## config.mk

```make
export PLATFORM = sky130hd
export DESIGN_NAME = viewport_pixel_pipe
export DESIGN_NICKNAME = d
export VERILOG_FILES = /design/src/rtl/viewport_pixel_pipe.sv
export SDC_FILE = /design/constraint.sdc
export NUM_CORES = 1
export LEC_CHECK = 0
export CAP_MARGIN = 20
export CORE_UTILIZATION = 47
export DETAILED_ROUTE_END_ITERATION = 6
export PLACE_DENSITY = 0.9
export SLEW_MARGIN = 40
export SYNTH_ARGS = -nofsm -noshare
export SYNTH_HDL_FRONTEND = slang
export SYNTH_SLANG_ARGS = --single-unit
```

## constraint.sdc

```tcl
create_clock -name Clk -period 2.3 [get_ports Clk]
set_clock_uncertainty 0.15 [all_clocks]
set_input_delay 0.46 -clock Clk [delete_from_list [all_inputs] [get_ports Clk]]
set_output_delay 0.46 -clock Clk [all_outputs]
set_load 0.02 [all_outputs]
```

## src/rtl/viewport_pixel_pipe.sv

```systemverilog
// viewport_pixel_pipe
//   Consumes per-pixel sprite/area/background ROM indices for the game
//   viewport, presents them to three external synchronous ROMs, waits out the
//   ROM read latency, resolves layer priority/transparency and emits one
//   palette selection per pixel. Also accumulates pixel-exact Kirby/area
//   overlap per frame and reports it at each frame boundary.
//
// Ports
//   Clk, Reset_n                 clock, asynchronous active-low reset
//   DrawX, DrawY                 current scan coordinate
//   Kirby_Pos_X/Y                sprite offset inside the viewport
//   Image_width/height           sprite frame size
//   kirbyindex/areaindex/backindex   ROM indices for this scan coordinate
//   Kirby_addr/Area_addr/Back_addr   registered ROM addresses
//   Kirby_data/Area_data/Back_data   ROM read data (ROM_LAT cycles later)
//   Pix_X, Pix_Y, Pix_inwin      delayed coordinate and in-window flag
//   Pix_layer, Pix_cidx          0 none, 1 back, 2 area, 3 Kirby; palette idx
//   Collide, Collide_cnt         previous frame overlap flag / pixel count
//   Frame_tick                   one-cycle pulse when Collide* update
module viewport_pixel_pipe #(
    parameter int ROM_LAT = 2,
    parameter int WIN_X0  = 203,
    parameter int WIN_Y0  = 152,
    parameter int WIN_W   = 233,
    parameter int WIN_H   = 176,
    parameter int KEY_IDX = 0
) (
    input  logic        Clk,
    input  logic        Reset_n,
    input  logic [9:0]  DrawX,
    input  logic [9:0]  DrawY,
    input  logic [7:0]  Kirby_Pos_X,
    input  logic [7:0]  Kirby_Pos_Y,
    input  logic [7:0]  Image_width,
    input  logic [6:0]  Image_height,
    input  logic [17:0] kirbyindex,
    input  logic [17:0] areaindex,
    input  logic [16:0] backindex,
    output logic [17:0] Kirby_addr,
    output logic [17:0] Area_addr,
    output logic [16:0] Back_addr,
    input  logic [4:0]  Kirby_data,
    input  logic [3:0]  Area_data,
    input  logic [3:0]  Back_data,
    output logic [9:0]  Pix_X,
    output logic [9:0]  Pix_Y,
    output logic        Pix_inwin,
    output logic [1:0]  Pix_layer,
    output logic [4:0]  Pix_cidx,
    output logic        Collide,
    output logic [15:0] Collide_cnt,
    output logic        Frame_tick
);

    // Packet travelling alongside the ROM read: {x[9:0], y[9:0], inwin, hit}
    localparam int PKT_W = 22;

    // ---------------- Stage A: window / sprite-rectangle test ----------------
    // All comparisons at 11 bits so WIN_X0 + offset + width never wraps.
    logic [10:0] x11, y11, spr_x0, spr_y0, spr_x1, spr_y1;
    logic        in_win, spr_hit;

    assign x11    = {1'b0, DrawX};
    assign y11    = {1'b0, DrawY};
    assign spr_x0 = 11'(WIN_X0) + {3'b000, Kirby_Pos_X};
    assign spr_y0 = 11'(WIN_Y0) + {3'b000, Kirby_Pos_Y};
    assign spr_x1 = spr_x0 + {3'b000, Image_width};
    assign spr_y1 = spr_y0 + {4'b0000, Image_height};

    assign in_win  = (x11 >= 11'(WIN_X0)) && (x11 < 11'(WIN_X0 + WIN_W)) &&
                     (y11 >= 11'(WIN_Y0)) && (y11 < 11'(WIN_Y0 + WIN_H));
    assign spr_hit = in_win && (x11 >= spr_x0) && (x11 < spr_x1) &&
                     (y11 >= spr_y0) && (y11 < spr_y1);

    logic [PKT_W-1:0] a_pkt_reg;

    always_ff @(posedge Clk or negedge Reset_n) begin
        if (!Reset_n) begin
            Kirby_addr <= '0;
            Area_addr  <= '0;
            Back_addr  <= '0;
            a_pkt_reg  <= '0;
        end else begin
            Kirby_addr <= kirbyindex;
            Area_addr  <= areaindex;
            Back_addr  <= backindex;
            a_pkt_reg  <= {DrawX, DrawY, in_win, spr_hit};
        end
    end

    // ---------------- Delay line: ROM_LAT stages -----------------------------
    // The last stage lines up with the ROM data for the same pixel.
    logic [PKT_W-1:0] dly_reg [ROM_LAT];

    always_ff @(posedge Clk or negedge Reset_n) begin
        if (!Reset_n) begin
            for (int i = 0; i < ROM_LAT; i++) dly_reg[i] <= '0;
        end else begin
            dly_reg[0] <= a_pkt_reg;
            for (int i = 1; i < ROM_LAT; i++) dly_reg[i] <= dly_reg[i-1];
        end
    end

    logic [PKT_W-1:0] tail;
    logic [9:0]       t_x, t_y;
    logic             t_in, t_hit;

    assign tail  = dly_reg[ROM_LAT-1];
    assign t_x   = tail[21:12];
    assign t_y   = tail[11:2];
    assign t_in  = tail[1];
    assign t_hit = tail[0];

    // ---------------- Stage C: priority / transparency -----------------------
    logic       kirby_opq, area_opq, overlap, boundary;
    logic [1:0] layer_next;
    logic [4:0] cidx_next;

    assign kirby_opq = t_hit && (Kirby_data != 5'(KEY_IDX));
    assign area_opq  = t_in  && (Area_data  != 4'(KEY_IDX));
    assign overlap   = kirby_opq && area_opq;
    assign boundary  = (t_x == 10'd0) && (t_y == 10'd0);

    always_comb begin
        layer_next = 2'd0;
        cidx_next  = 5'd0;
        if (kirby_opq) begin
            layer_next = 2'd3;
            cidx_next  = Kirby_data;
        end else if (area_opq) begin
            layer_next = 2'd2;
            cidx_next  = {1'b0, Area_data};
        end else if (t_in) begin
            layer_next = 2'd1;
            cidx_next  = {1'b0, Back_data};
        end
    end

    always_ff @(posedge Clk or negedge Reset_n) begin
        if (!Reset_n) begin
            Pix_X     <= '0;
            Pix_Y     <= '0;
            Pix_inwin <= 1'b0;
            Pix_layer <= '0;
            Pix_cidx  <= '0;
        end else begin
            Pix_X     <= t_x;
            Pix_Y     <= t_y;
            Pix_inwin <= t_in;
            Pix_layer <= layer_next;
            Pix_cidx  <= cidx_next;
        end
    end

    // ---------------- Collision accumulation ---------------------------------
    // armed_reg blocks a second tick while the scan sits on (0,0). It starts
    // cleared so the all-zero contents of a freshly reset pipeline are not
    // mistaken for a frame boundary.
    logic        pend_flag_reg;
    logic [15:0] pend_cnt_reg;
    logic        armed_reg;

    always_ff @(posedge Clk or negedge Reset_n) begin
        if (!Reset_n) begin
            pend_flag_reg <= 1'b0;
            pend_cnt_reg  <= '0;
            armed_reg     <= 1'b0;
            Collide       <= 1'b0;
            Collide_cnt   <= '0;
            Frame_tick    <= 1'b0;
        end else begin
            Frame_tick <= 1'b0;
            if (boundary) begin
                // (0,0) is outside the viewport, so no overlap can coincide.
                if (armed_reg) begin
                    Collide       <= pend_flag_reg;
                    Collide_cnt   <= pend_cnt_reg;
                    Frame_tick    <= 1'b1;
                    pend_flag_reg <= 1'b0;
                    pend_cnt_reg  <= '0;
                    armed_reg     <= 1'b0;
                end
            end else begin
                armed_reg <= 1'b1;
                if (overlap) begin
                    pend_flag_reg <= 1'b1;
                    if (pend_cnt_reg != 16'hFFFF)
                        pend_cnt_reg <= pend_cnt_reg + 16'd1;
                end
            end
        end
    end

endmodule

```

* Word-level counts from Yosys, hierarchy flattened *
Cells that the tools add are included.

cells by class
  reduce and logical (&&, ||, !) cells = 20
  multiplexer cells = 16
  order comparisons = 8
  add/subtract/negate cells = 5
  equal/unequal tests = 2

operators by type and width
  cell                                                                 number
  two-way mux 16 bit                                                   4
  greater-or-equal comparator 10 x 8 -> 1 bit (second input constant)  2
  greater-or-equal comparator 10 x 9 -> 1 bit                          2
  zero test 10 bit                                                     2
  less-than comparator 10 bit                                          2
  less-than comparator 10 x 9 -> 1 bit (second input constant)         2
  adder 8 x 8 -> 9 bit (first input constant)                          2
  adder 16 x 1 -> 16 bit (second input constant)                       1
  inequality test 16 bit (second input constant)                       1
  logical AND 1 bit                                                    11
  adder 9 x 7 -> 10 bit                                                1
  adder 9 x 8 -> 10 bit                                                1
  two-way mux 4 bit                                                    2
  two-way mux 1 bit                                                    7
  two-way mux 5 bit                                                    1
  nonzero test 5 bit                                                   1
  two-way mux 2 bit                                                    2
  AND reduction 2 bit                                                  2
  nonzero test 2 bit                                                   2
  nonzero test 4 bit                                                   1
  AND reduction 3 bit                                                  1
  inequality test 2 x 1 -> 1 bit (second input constant)               1

storage, ports and cells
  bits in registers = 183
  logic and storage cells = 68

* Longest topological paths before layout *
  word-level depth = 8
  depth in mapped cells = 17

* Worst setup path after synthesis *
OpenSTA, ideal clock, no wires.

  kind = input to register
  from = in Kirby_Pos_X[0]
  to = reg a_pkt_reg[0]
  data required time = 2,049 ps
  data arrival time = 3,036 ps
  library setup time = 101 ps
  stages on the path = 17
  path buffers = 0
  path slack = -987 ps
  path through = inv_1 ha_1 inv_1 a21oi_1 xnor2_1 ha_1 o21a_1 a21oi_1 o21ai_0 a21oi_1 or2_2 ha_1 a211oi_1 o21ai_0 a21oi_1 nand3_1 nor4_1

between the ends
  word-level cells in the longest chain between the ends = 6

ends and longest elaborated chain
  what                                                                                         RTL line  text
  start, declared                                                                              32        input logic [7:0] Kirby_Pos_X,
  adder 8 x 8 -> 9 bit (*)                                                                     65        assign spr_x0 = 11'(WIN_X0) + {3'b000, Kirby_Pos_X};
  adder 9 x 8 -> 10 bit / greater-or-equal comparator 10 x 9 -> 1 bit (equally long branches)  67, 72
  less-than comparator 10 bit / logical AND 1 bit (equally long branches)                      72        assign spr_hit = in_win && (x11 >= spr_x0) && (x11 < spr_x1) &&
  logical AND 1 bit (*) (2 in series)                                                          72
  logical AND 1 bit (*)                                                                        73        (y11 >= spr_y0) && (y11 < spr_y1);
  via spr_hit                                                                                  61        logic in_win, spr_hit;
  end signal, assigned                                                                         87        a_pkt_reg <= {DrawX, DrawY, in_win, spr_hit};
  end, declared                                                                                75        logic [PKT_W-1:0] a_pkt_reg;

Mark *: on every way through the listed nets, which the timed path passes. The rest lies on a longest branch.
A chain may end at the register's enable or synchronous reset.

* Final worst setup path *
  from = in Kirby_Pos_X[3]
  to = reg a_pkt_reg[0]

The elaborated chain is that of the path after synthesis.

==> results.cfg <==
[worst_setup_path]
arrival_ns = 3.13
worstSetupEndpointType = flip-flop
crit_fanout = 3
cp-start-kind = input pin
worstSetupPathType = input pin to flip-flop
r2r_slack_ns = 0.03
crit_required_ns = 2.47
startpoint = Kirby_Pos_X[3]
r2r_start = pend_cnt_reg[5]$_DFFE_PN0P_

[sta]
relSlewSlack = 0.619
setup_slack_ns = -0.662
fmax_ghz = 0.338
final_max_slew_viol_count = 0
fin_crit_sh = 1.29
setup_viol = 2
hold_slack_ns = 0.195
fin_tns_setup_ns = -0.711
finalHoldViolCount = 0
min_period_ns = 2.96
rsz0062_at_grt = yes
worst_pin_slew_ns = 0.570

[final_layout]
synthToLayoutAreaGrowth_pct = 56.4
diodes = 0
fin_nets = 1053
multiInputGateArea_sq_um = 2690
regArea_sq_um = 4580
finalNonFillerCells = 1075
fillers = 865
drive_gt1_frac = 0.215

[placed_design]
dp_hpwl_mm = 12.5
port_buffers = 217
post-place-cells = 1013
gp_congestion = 0.838

[synth]
ys.flop_type = dfrtp_1
synth.distinct_cells = 51
synth-edff-count = 0
syn_area_per_cell_sq_um = 12.7
async_reset_ff_frac = 1.00
ys_warn_count = 0
syn_inst = 559
netlist_area_sq_um = 7120
ys_ff_latch = 183
synthesis.nets = 734
ys_seq_area_frac = 0.643

[run_status]
outcome = complete, but fails checks
violations = design-rule violations, negative setup slack

[clocking]
tritoncts = done
insertion_delay_ns = 0.42
numCtsBuffers = 17
ctsLongestPathBuffers = 2
cts-root-buf = clkbuf_16
numClockSinks = 183
htree_levels = 4
clk_pin_slew_ns = 0.07

[route]
top_layer_used = met4
viasPerCell = 5.10
antenna_left = 0
wirelength_met1_mm = 6.54
met2_length_mm = 9.76
firstDrtPassIters = 7
drt_iter0_markers = 338
wl_per_cell_microns = 16.7
wl_mm = 18.0
drc = 40
wl_met3_mm = 1.01
num_vias = 5483

[die]
boundaryPins = 218
die_w_microns = 125
die_area_sq_um = 15600
start_util = 0.486
die_h_microns = 125
rows = 44
core-area_sq_um = 14600

[min_path]
hp-start = dly_reg[32]$_DFF_PN0_
hold_class = flip-flop to flip-flop

[power_and_ir_drop]
worst_ir_drop_vdd_mv = 0.495
p_per_area_nw_per_um2 = 683
power.leakage_nw = 5.11

[grt]
grt_pass1_vias = 5620
grtUsageTotal = 0.238
antenna_found_initial = 0
grt_max_degree = 57
grt_pass1_wl_mm = 28.7
grt-ovfl-total = 0

[run]
maxCapViolCount = 0
==> kinds of logic (layout without fill, tap and decap cells) <==
family,after synthesis,after routing,share of synthesized area
compound gates,80,80,0.0713
buf+inv,40,372,0.0230
flops,183,183,0.643
fa+ha+maj,56,56,0.100
xor+xnor,32,32,0.0394
mux,5,5,0.00703
simple gates,163,163,0.116
==> layer usage <==
metal,up-vias,track usage
met5,-,0
met4,0,0.0897
met3,46,0.0556
met2,213,0.441
met1,2673,0.265
li1,2551,-
==> cell usage after synthesis, types with 2 or more instances <==
| master | instances | area [sq um] |
|---|---|---|
| and3_1 | 3 | 18.8 |
| nor2b_1 | 6 | 37.5 |
| and2_1 | 2 | 12.5 |
| nor4_1 | 7 | 43.8 |
| xor2_1 | 9 | 78.8 |
| mux2i_1 | 5 | 50.1 |
| a21o_1 | 3 | 22.5 |
| nand3b_1 | 2 | 15.0 |
| a21oi_1 | 25 | 125 |
| o21ai_0 | 19 | 95.1 |
| dfrtp_1 | 183 | 4580 |
| nand2_1 | 79 | 297 |
| ha_1 | 54 | 676 |
| nor2_1 | 22 | 82.6 |
| inv_1 | 32 | 120 |
| nor4_2 | 7 | 87.6 |
| nand4_1 | 9 | 56.3 |
| nor3_1 | 5 | 25.0 |
| o211ai_1 | 5 | 37.5 |
| nand3_1 | 8 | 40.0 |
| o21bai_1 | 2 | 15.0 |
| xnor2_1 | 23 | 201 |
| fa_1 | 2 | 40.0 |
| or4_1 | 3 | 22.5 |
| a211oi_1 | 4 | 30.0 |
| nand2b_1 | 4 | 25.0 |
| clkbuf_1 | 3 | 11.3 |
| buf_2 | 2 | 10.0 |
| o21a_1 | 6 | 45.0 |
| o31ai_1 | 4 | 30.0 |
==> critical path, stage by stage <==
cell           delay (ns)
dlygate4sd2_1        0.31
xor2_2               0.18
ha_1                 0.36
o21a_1               0.21
a21oi_2              0.19
o21ai_2              0.10
buf_4                0.14
o21ai_2              0.06
xor2_1               0.19
ha_1                 0.25
o21a_1               0.10
o211ai_1             0.21
a21oi_2              0.06
nor4_2               0.29
==> layout by cell type (no fill, tap or decap), types with 4 or more instances in the layout <==
master             n
nand2_1           77
nor4_1             5
nor4_2             6
dfrtp_1          183
inv_2              4
xnor2_1           19
ha_4               7
buf_4             83
ha_1              44
dlygate4sd2_1      8
a21oi_1           15
a21oi_2            9
o21a_1             6
o21ai_1            6
nand3_1            8
mux2i_1            5
xor2_1             8
clkdlybuf4s50_1  196
nor4_4             4
nand2b_1           4
clkbuf_16         18
xnor2_2            4
inv_1             27
o211ai_1           5
nor2b_1            5
buf_12             4
nand4_1            9
clkinv_4           4
nor2_1            21
o21ai_2            6
nor3_1             4
o21ai_0            8
==> layout make-up <==
type | instances | share of cell area
clock inverter | 13 | 0.0125
tap | 184 | 0.0207
clock buffer | 19 | 0.0407
multi-input combinational | 336 | 0.242
sequential | 183 | 0.411
timing repair buffer | 307 | 0.262
inverter | 33 | 0.0116
==> timing repair <==
action | CTS | global route
cloned | 0 | 1
setup endpoints to repair | 8 | 8
hold buffers | 1 | 0
resized for setup | 81 | 22
hold endpoints to repair | 34 | 0
setup buffers | 25 | 4
pin swaps | 50 | 20
==> power breakdown <==
group	internal (mW)	leakage, nW	switching, mW
clock	1.58	0.282	1.24
combinational	0.751	2.63	0.648
sequential	3.34	2.20	0.0435
==> through the flow <==
stage,utilization,setup WS (ns),area (sq um),power [mW]
3_3_place_gp,0.685,-1.30,10000,4.61
3_5_place_dp,0.685,-1.45,10000,4.65
5_1_grt,0.761,-0.764,11100,7.95
2_1_floorplan,-,-0.632,7170,3.98
6_report,0.761,-0.662,11100,7.61
4_1_cts,0.749,-0.577,11000,7.61
==> worst paths after layout <==
kind,cells after the start,endpoint
hold reg to reg,0,tail[10]$_DFF_PN0_
max in group asynchronous,3,Pix_Y[3]$_DFF_PN0_
setup reg to reg,7,pend_cnt_reg[14]$_DFFE_PN0P_
min in group asynchronous,2,Area_addr[13]$_DFF_PN0_
hold / removal,0,tail[10]$_DFF_PN0_
setup / recovery,14,a_pkt_reg[0]$_DFF_PN0_
Power figures use the tool's default switching activity.
